### src/rtl/sdrc_rfsh_sched_if.sv
// Refresh handshake and status bundle between the refresh scheduler (master)
// and the transfer controller (slave).
interface sdrc_rfsh_sched_if #(
   parameter int unsigned TIMER_W   = 12,
   parameter int unsigned ROW_CNT_W = 3,
   parameter int unsigned PEND_W    = 4
);
   logic                 bus_idle;
   logic                 rfsh_ack;
   logic                 rfsh_req;
   logic                 rfsh_urgent;
   logic [PEND_W-1:0]    rfsh_pend;
   logic [ROW_CNT_W-1:0] rfsh_row_cnt;
   logic [TIMER_W-1:0]   rfsh_timer;
   logic                 rfsh_ovf;
   logic [15:0]          rfsh_total;

   modport master (
      input  bus_idle, rfsh_ack,
      output rfsh_req, rfsh_urgent, rfsh_pend, rfsh_row_cnt, rfsh_timer,
             rfsh_ovf, rfsh_total
   );

   modport slave (
      output bus_idle, rfsh_ack,
      input  rfsh_req, rfsh_urgent, rfsh_pend, rfsh_row_cnt, rfsh_timer,
             rfsh_ovf, rfsh_total
   );
endinterface

### src/rtl/sdrc_rfsh_sched.sv
// SDRAM refresh scheduler: interval timer, owed-credit counter and burst FSM.
// Optional feature macro: SDRC_RFSH_STATS_EN (enables the rfsh_total counter).
module sdrc_rfsh_sched #(
   parameter int unsigned TIMER_W   = 12,
   parameter int unsigned ROW_CNT_W = 3,
   parameter int unsigned PEND_W    = 4
) (
   input  logic                 clk,
   input  logic                 reset_n,
   input  logic                 cfg_sdr_en,
   input  logic [TIMER_W-1:0]   cfg_sdr_rfsh,
   input  logic [ROW_CNT_W-1:0] cfg_sdr_rfmax,
   sdrc_rfsh_sched_if.master    rf
);
   localparam int unsigned CMP_W   = (PEND_W > ROW_CNT_W) ? PEND_W : ROW_CNT_W;
   localparam int unsigned TOTAL_W = 16;

   typedef enum logic {ST_IDLE, ST_ACTIVE} state_e;

   state_e               state_q, state_d;
   logic [TIMER_W-1:0]   timer_q, timer_d;
   logic [PEND_W-1:0]    pend_q, pend_d;
   logic [ROW_CNT_W-1:0] row_cnt_q, row_cnt_d;
   logic [ROW_CNT_W-1:0] burst_len_q, burst_len_d;
   logic                 ovf_q, ovf_d;

   logic [ROW_CNT_W-1:0] rfmax_eff;
   logic                 urgent;
   logic                 expiry;
   logic                 ack_acc;
   logic                 last_ack;

   // Decodes shared by the next-state logic and the outputs.
   always_comb begin
      rfmax_eff = (cfg_sdr_rfmax == '0) ? ROW_CNT_W'(1) : cfg_sdr_rfmax;
      urgent    = CMP_W'(pend_q) >= CMP_W'(rfmax_eff);
      expiry    = (cfg_sdr_rfsh != '0) && (timer_q == TIMER_W'(1));
      ack_acc   = (state_q == ST_ACTIVE) && rf.rfsh_ack;
      last_ack  = (row_cnt_q + ROW_CNT_W'(1)) == burst_len_q;
   end

   always_comb begin
      state_d     = state_q;
      timer_d     = timer_q;
      pend_d      = pend_q;
      row_cnt_d   = row_cnt_q;
      burst_len_d = burst_len_q;
      ovf_d       = ovf_q;

      if (cfg_sdr_rfsh == '0)
         timer_d = '0;
      else if (timer_q <= TIMER_W'(1))
         timer_d = cfg_sdr_rfsh;
      else
         timer_d = timer_q - TIMER_W'(1);

      // Simultaneous expiry and ack cancel out.
      case ({expiry, ack_acc})
         2'b10:   if (pend_q != '1) pend_d = pend_q + PEND_W'(1);
         2'b01:   if (pend_q != '0) pend_d = pend_q - PEND_W'(1);
         default: pend_d = pend_q;
      endcase
      if (expiry && (pend_q == '1))
         ovf_d = 1'b1;

      case (state_q)
         ST_IDLE: begin
            if ((pend_q != '0) && (rf.bus_idle || urgent)) begin
               state_d     = ST_ACTIVE;
               row_cnt_d   = '0;
               burst_len_d = (CMP_W'(pend_q) < CMP_W'(rfmax_eff)) ?
                             ROW_CNT_W'(pend_q) : rfmax_eff;
            end
         end
         ST_ACTIVE: begin
            if (ack_acc) begin
               if (last_ack) begin
                  state_d   = ST_IDLE;
                  row_cnt_d = '0;
               end else begin
                  row_cnt_d = row_cnt_q + ROW_CNT_W'(1);
               end
            end
         end
         default: state_d = ST_IDLE;
      endcase

      // Controller not initialised: same clear action as reset.
      if (!cfg_sdr_en) begin
         state_d     = ST_IDLE;
         timer_d     = '0;
         pend_d      = '0;
         row_cnt_d   = '0;
         burst_len_d = '0;
         ovf_d       = 1'b0;
      end
   end

   always_ff @(posedge clk) begin
      if (!reset_n) begin
         state_q     <= ST_IDLE;
         timer_q     <= '0;
         pend_q      <= '0;
         row_cnt_q   <= '0;
         burst_len_q <= '0;
         ovf_q       <= 1'b0;
      end else begin
         state_q     <= state_d;
         timer_q     <= timer_d;
         pend_q      <= pend_d;
         row_cnt_q   <= row_cnt_d;
         burst_len_q <= burst_len_d;
         ovf_q       <= ovf_d;
      end
   end

`ifdef SDRC_RFSH_STATS_EN
   logic [TOTAL_W-1:0] total_q, total_d;

   // Saturating count of every accepted refresh ack.
   always_comb begin
      total_d = total_q;
      if (!cfg_sdr_en)
         total_d = '0;
      else if (ack_acc && (total_q != '1))
         total_d = total_q + TOTAL_W'(1);
   end

   always_ff @(posedge clk) begin
      if (!reset_n) total_q <= '0;
      else          total_q <= total_d;
   end

   assign rf.rfsh_total = total_q;
`else
   assign rf.rfsh_total = TOTAL_W'(0);
`endif

   assign rf.rfsh_req     = (state_q == ST_ACTIVE);
   assign rf.rfsh_urgent  = urgent;
   assign rf.rfsh_pend    = pend_q;
   assign rf.rfsh_row_cnt = row_cnt_q;
   assign rf.rfsh_timer   = timer_q;
   assign rf.rfsh_ovf     = ovf_q;
endmodule

### src/flat_wrapper.sv
// flat-port wrapper written by rule: the top's interface ports become plain ports
module sdrc_rfsh_sched_flat 
#(
   parameter int unsigned TIMER_W   = 12,
   parameter int unsigned ROW_CNT_W = 3,
   parameter int unsigned PEND_W    = 4
)
  (clk, reset_n, cfg_sdr_en, cfg_sdr_rfsh, cfg_sdr_rfmax, rf_bus_idle, rf_rfsh_ack, rf_rfsh_req, rf_rfsh_urgent, rf_rfsh_pend, rf_rfsh_row_cnt, rf_rfsh_timer, rf_rfsh_ovf, rf_rfsh_total);
  sdrc_rfsh_sched_if #(.TIMER_W(TIMER_W), .ROW_CNT_W(ROW_CNT_W), .PEND_W(PEND_W)) rf_i ();
  input  logic clk;
  input  logic reset_n;
  input  logic cfg_sdr_en;
  input  logic [TIMER_W-1:0] cfg_sdr_rfsh;
  input  logic [ROW_CNT_W-1:0] cfg_sdr_rfmax;
  input wire logic [$bits(rf_i.bus_idle)-1:0] rf_bus_idle;
  input wire logic [$bits(rf_i.rfsh_ack)-1:0] rf_rfsh_ack;
  output wire logic [$bits(rf_i.rfsh_req)-1:0] rf_rfsh_req;
  output wire logic [$bits(rf_i.rfsh_urgent)-1:0] rf_rfsh_urgent;
  output wire logic [$bits(rf_i.rfsh_pend)-1:0] rf_rfsh_pend;
  output wire logic [$bits(rf_i.rfsh_row_cnt)-1:0] rf_rfsh_row_cnt;
  output wire logic [$bits(rf_i.rfsh_timer)-1:0] rf_rfsh_timer;
  output wire logic [$bits(rf_i.rfsh_ovf)-1:0] rf_rfsh_ovf;
  output wire logic [$bits(rf_i.rfsh_total)-1:0] rf_rfsh_total;
  assign rf_i.bus_idle = rf_bus_idle;
  assign rf_i.rfsh_ack = rf_rfsh_ack;
  assign rf_rfsh_req = rf_i.rfsh_req;
  assign rf_rfsh_urgent = rf_i.rfsh_urgent;
  assign rf_rfsh_pend = rf_i.rfsh_pend;
  assign rf_rfsh_row_cnt = rf_i.rfsh_row_cnt;
  assign rf_rfsh_timer = rf_i.rfsh_timer;
  assign rf_rfsh_ovf = rf_i.rfsh_ovf;
  assign rf_rfsh_total = rf_i.rfsh_total;
  sdrc_rfsh_sched #(.TIMER_W(TIMER_W), .ROW_CNT_W(ROW_CNT_W), .PEND_W(PEND_W)) u_core (.clk(clk), .reset_n(reset_n), .cfg_sdr_en(cfg_sdr_en), .cfg_sdr_rfsh(cfg_sdr_rfsh), .cfg_sdr_rfmax(cfg_sdr_rfmax), .rf(rf_i));
endmodule
### config.mk
export PLATFORM = sky130hd
export DESIGN_NAME = sdrc_rfsh_sched_flat
export DESIGN_NICKNAME = d
export VERILOG_FILES = /design/src/rtl/sdrc_rfsh_sched_if.sv /design/src/rtl/sdrc_rfsh_sched.sv /design/src/flat_wrapper.sv
export SDC_FILE = /design/constraint.sdc
export NUM_CORES = 1
export LEC_CHECK = 0
export BUFFER_PORTS_ARGS = -buffer_cell sky130_fd_sc_hd__buf_2
export CORE_ASPECT_RATIO = 1.2
export CORE_MARGIN = 4
export CORE_UTILIZATION = 56
export CTS_BUF_LIST = sky130_fd_sc_hd__clkbuf_8
export CTS_CLUSTER_SIZE = 20
export DETAILED_ROUTE_END_ITERATION = 10
export HOLD_SLACK_MARGIN = 0.12
export PLACE_DENSITY = 0.93
export SLEW_MARGIN = 0
export SYNTH_ARGS = -nofsm -noshare
export SYNTH_HDL_FRONTEND = slang
export SYNTH_SLANG_ARGS = --single-unit
### constraint.sdc
create_clock -name clk -period 6.9 [get_ports clk]
set_input_delay 1.38 -clock clk [delete_from_list [all_inputs] [get_ports clk]]
set_output_delay 1.38 -clock clk [all_outputs]
set_load 0.03 [all_outputs]
==> flow_metrics.tcl <==
set metrics [dict create \
    max_cap_violations 0 \
    postCtsHoldBufs 0 \
    routed_via_density 5.59 \
    cts_post_setup_buffers_inserted 0 \
    finalWeightedCongestion 0.924 \
    ant_nets 0 \
    global_route.overflow_total 0 \
    rows 21 \
    max_clock_freq_mhz 248 \
    antenna_found_initial 0 \
    cp_num_buf_inv 3 \
    cp.depth 7 \
    tightest_slew_ns 0.794 \
    clock_latency_ns 0.27 \
    r2r-start "u_core.rf.rfsh_timer[3]" \
    first_pass_grt_wire_length_um 6110 \
    netlist_top_cells_area "sky130_fd_sc_hd__dfxtp_1 (28%), sky130_fd_sc_hd__ha_1 (7.2%), sky130_fd_sc_hd__buf_4 (6.9%)" \
    powerDensity_nw_per_um2 384 \
    largest_family_of_logic_cells_by_synthesized_area "simple AND/OR/NAND/NOR gates" \
    total_leakage_power_nw 0.908 \
    core_region_area_um2 2890 \
    drc 0 \
    whs_ns 0.500 \
    die_area_um2 4060 \
    final_area_um2 1960 \
    routedWlPerCell_um 13.3 \
    grt_setup_unrepaired "no" \
    synth-warning-count 0 \
    timing.critical_path.slowest_stage_cell "sky130_fd_sc_hd__a211o_1" \
    end_kind "output pin" \
    synth_edf_count 0 \
    number_of_endpoints_with_negative_hold_slack_in_the_final_report 0 \
    timing_worst_setup_path_type "primary input to output pin" \
    die-height_um 69.0 \
    synth.top_cell.area_share 0.276 \
    cts_htree_levels 1 \
    xor_and_xnor_area_share_after_synthesis 0.0885 \
    fin_nets 268 \
    syn_avg_cell_area_um2 8.74 \
    clockRootBuffer "sky130_fd_sc_hd__clkbuf_8" \
    cts_buffers 3 \
    io_pins 58 \
    area_share_of_and_or_nand_nor_cells_after_synthesis 0.251 \
    critical_path_required_ns 5.52 \
    worst_path_largest_cell_delay_ns 0.34 \
    fp.dieW_um 58.9 \
    setup.worst_path.start "cfg_sdr_rfmax[2]" \
    cts.sinks 24 \
    initial_core_util 0.602 \
    yosys-mux-area-fraction 0.0180 \
    syn-instance-count 199 \
    dominant_register_cell_in_the_synthesized_netlist "sky130_fd_sc_hd__dfxtp_1" \
    final_setup_violation_count 0 \
    cts_repair_resized_insts 0 \
    hold_path_depth 1 \
    antenna_cells_inserted 0 \
    area_grow_syn2layout_pct 12.7 \
    clk_path_buf_depth 2 \
    drv_slew 0 \
    critPathTopFamily "compound AO/OA/AOI/OAI gates" \
    totalNegativeSetupSlack_ns 0 \
    vias_in_the_first_global_route 1418 \
    route.vias.total 1515 \
    post_synth_fa_ha_maj_area_fraction 0.0719 \
    postSynth.asyncResetShare 0 \
    initialDrtViolationCount 31 \
    timing.critical_path.mode_cell "sky130_fd_sc_hd__buf_2" \
    p_total_w 0.000752 \
    outcome "finished, final reports clean" \
    yosys.cell_types.count 49 \
    overall_routed_net_length_um 3600 \
    detailed_place.area_um2 1890 \
    critPathMaxFanout 6 \
    buffer_ports.inserted 41 \
    vdd.ir_drop.worst_v 0.000330 \
    hold_path_class "register to register" \
    hold_start "u_core.rf.rfsh_ovf" \
    grtUsageTotal 0.186 \
    synth_sequential_area_ratio 0.276 \
    finalWorstPathRequiredPeriod_ns 4.03 \
    synthesis.area_um2 1740 \
    cp_cell_sequence "buf_2, inv_1, ha_1, a211o_1, nor2_1, o21ai_0, buf_2" \
    compound_gate_portion_of_the_synthesized_area 0.188 \
    drt-pass1-iter-count 4 \
    cp_data_arrival_time_ns 2.65 \
    rr_worst_depth 10 \
    worst_max_slew_margin_expressed_relative_to_the_limit 0.468 \
    cts.clk_slew.worst_paths_ns 0.09 \
    cts_tree "yes" \
    synth-seq-cells 24 \
    synth_top_area_cell "sky130_fd_sc_hd__dfxtp_1" \
    final.period_utilization 0.585 \
    final_layout_size_suffix_gt1_frac 0.249 \
    grt_max_degree 22 \
    hpwl_um 2890 \
    finalClockSkew_ns 0.000913 \
    worstSetupStartpointType "primary input" \
]
Yosys cell counts (2+ instances only):
library cell,n
sky130_fd_sc_hd__nor3_1,2
sky130_fd_sc_hd__and3b_1,2
sky130_fd_sc_hd__o21ai_0,4
sky130_fd_sc_hd__xnor2_1,6
sky130_fd_sc_hd__nand2_1,11
sky130_fd_sc_hd__nor3_2,2
sky130_fd_sc_hd__a211oi_1,13
sky130_fd_sc_hd__nand2b_1,3
sky130_fd_sc_hd__nor4_4,3
sky130_fd_sc_hd__a21oi_1,11
sky130_fd_sc_hd__nand3_1,6
sky130_fd_sc_hd__a311oi_1,2
sky130_fd_sc_hd__and2_1,2
sky130_fd_sc_hd__mux2i_1,2
sky130_fd_sc_hd__buf_2,2
sky130_fd_sc_hd__nand4b_1,3
sky130_fd_sc_hd__inv_1,7
sky130_fd_sc_hd__clkbuf_1,2
sky130_fd_sc_hd__nor2b_1,6
sky130_fd_sc_hd__dfxtp_1,24
sky130_fd_sc_hd__buf_4,16
sky130_fd_sc_hd__ha_1,10
sky130_fd_sc_hd__o211ai_1,3
sky130_fd_sc_hd__nand3b_1,2
sky130_fd_sc_hd__nor4_1,4
sky130_fd_sc_hd__o21a_1,2
sky130_fd_sc_hd__a31oi_1,2
sky130_fd_sc_hd__nor2_1,18
sky130_fd_sc_hd__xor2_1,9
metal layers:
layer | routed length, um | GRT usage
met1 | 1500 | 0.214
met2 | 1830 | 0.328
met3 | 242 | 0.0448
met4 | 32 | 0.0579
met5 | 0 | 0
cell usage in the layout, fill, tap and decap left out, types with 4 or more instances in the layout:
master / Yosys / final
sky130_fd_sc_hd__a211oi_1: 13 / 13
sky130_fd_sc_hd__a21oi_1: 11 / 11
sky130_fd_sc_hd__buf_2: 2 / 41
sky130_fd_sc_hd__conb_1: 1 / 16
sky130_fd_sc_hd__dfxtp_1: 24 / 24
sky130_fd_sc_hd__ha_1: 10 / 10
sky130_fd_sc_hd__inv_1: 7 / 7
sky130_fd_sc_hd__nand2_1: 11 / 11
sky130_fd_sc_hd__nand3_1: 6 / 6
sky130_fd_sc_hd__nor2_1: 18 / 18
sky130_fd_sc_hd__nor2b_1: 6 / 6
sky130_fd_sc_hd__nor4_1: 4 / 4
sky130_fd_sc_hd__o21ai_0: 4 / 4
sky130_fd_sc_hd__xnor2_1: 6 / 6
sky130_fd_sc_hd__xor2_1: 9 / 9
sequential cells by signal, summed over array words and instances, names as in the netlist:
name	cells
u_core.rf.rfsh_row_cnt	3
u_core.rf.rfsh_timer	12
u_core.rf.rfsh_req	1
u_core.burst_len_q	3
u_core.rf.rfsh_ovf	1
u_core.rf.rfsh_pend	4
power breakdown:
part | internal [W] | switching, W | total, W
logic | 0.000158 | 0.000249 | 0.000407
clock network | 0.0000777 | 0.0000476 | 0.000125
registers | 0.000169 | 0.0000508 | 0.000220
through the flow:
stage | worst slack, ns | util | std cells
final | 2.87 | 0.678 | 271
after global routing | 2.72 | 0.678 | 271
after CTS | 2.87 | 0.678 | 271
after detailed placement | 2.87 | 0.654 | 267
after global placement | 2.91 | 0.654 | 267
after floorplan | 2.95 | - | 214
worst register-to-register path, stage by stage (launching register included):
cell and delay [ns]:
sky130_fd_sc_hd__dfxtp_1 0.40, sky130_fd_sc_hd__nor4_4 0.36, sky130_fd_sc_hd__nand4b_1 0.20, sky130_fd_sc_hd__nand2b_1 0.23, sky130_fd_sc_hd__ha_1 0.31, sky130_fd_sc_hd__xor2_1 0.19, sky130_fd_sc_hd__ha_1 0.19, sky130_fd_sc_hd__a21oi_1 0.15
sky130_fd_sc_hd__xnor2_1 0.16, sky130_fd_sc_hd__a21oi_1 0.10, sky130_fd_sc_hd__a31o_2 0.22
final timing paths:
kind                                               end  slack (ns)
worst max-delay path                    rf_rfsh_urgent        2.87
worst min register to register      u_core.rf.rfsh_ovf        0.50
worst max register to register  u_core.rf.rfsh_pend[2]        4.30
worst min-delay path                u_core.rf.rfsh_ovf        0.50
area by class of cell:
class,count,area [um2]
Clock buffer,3,41.3
Fill cell,251,930
Inverter,7,26.3
Multi-Input combinational cell,161,1130
Sequential cell,24,480
Clock inverter,1,30.0
Tap cell,34,42.5
Timing Repair Buffer,41,205
kinds of logic (layout without fill, tap and decap cells):
logic type	count (synthesis)	count (layout)
adder cells (fa/ha/maj)	10	10
buffers and inverters	29	52
XOR/XNOR	16	16
AND/OR/NAND/NOR	71	71
flip-flops	24	24
other	1	16
multiplexers	3	3
AO/OA/AOI/OAI	45	45
Power figures use the tool's default switching activity.
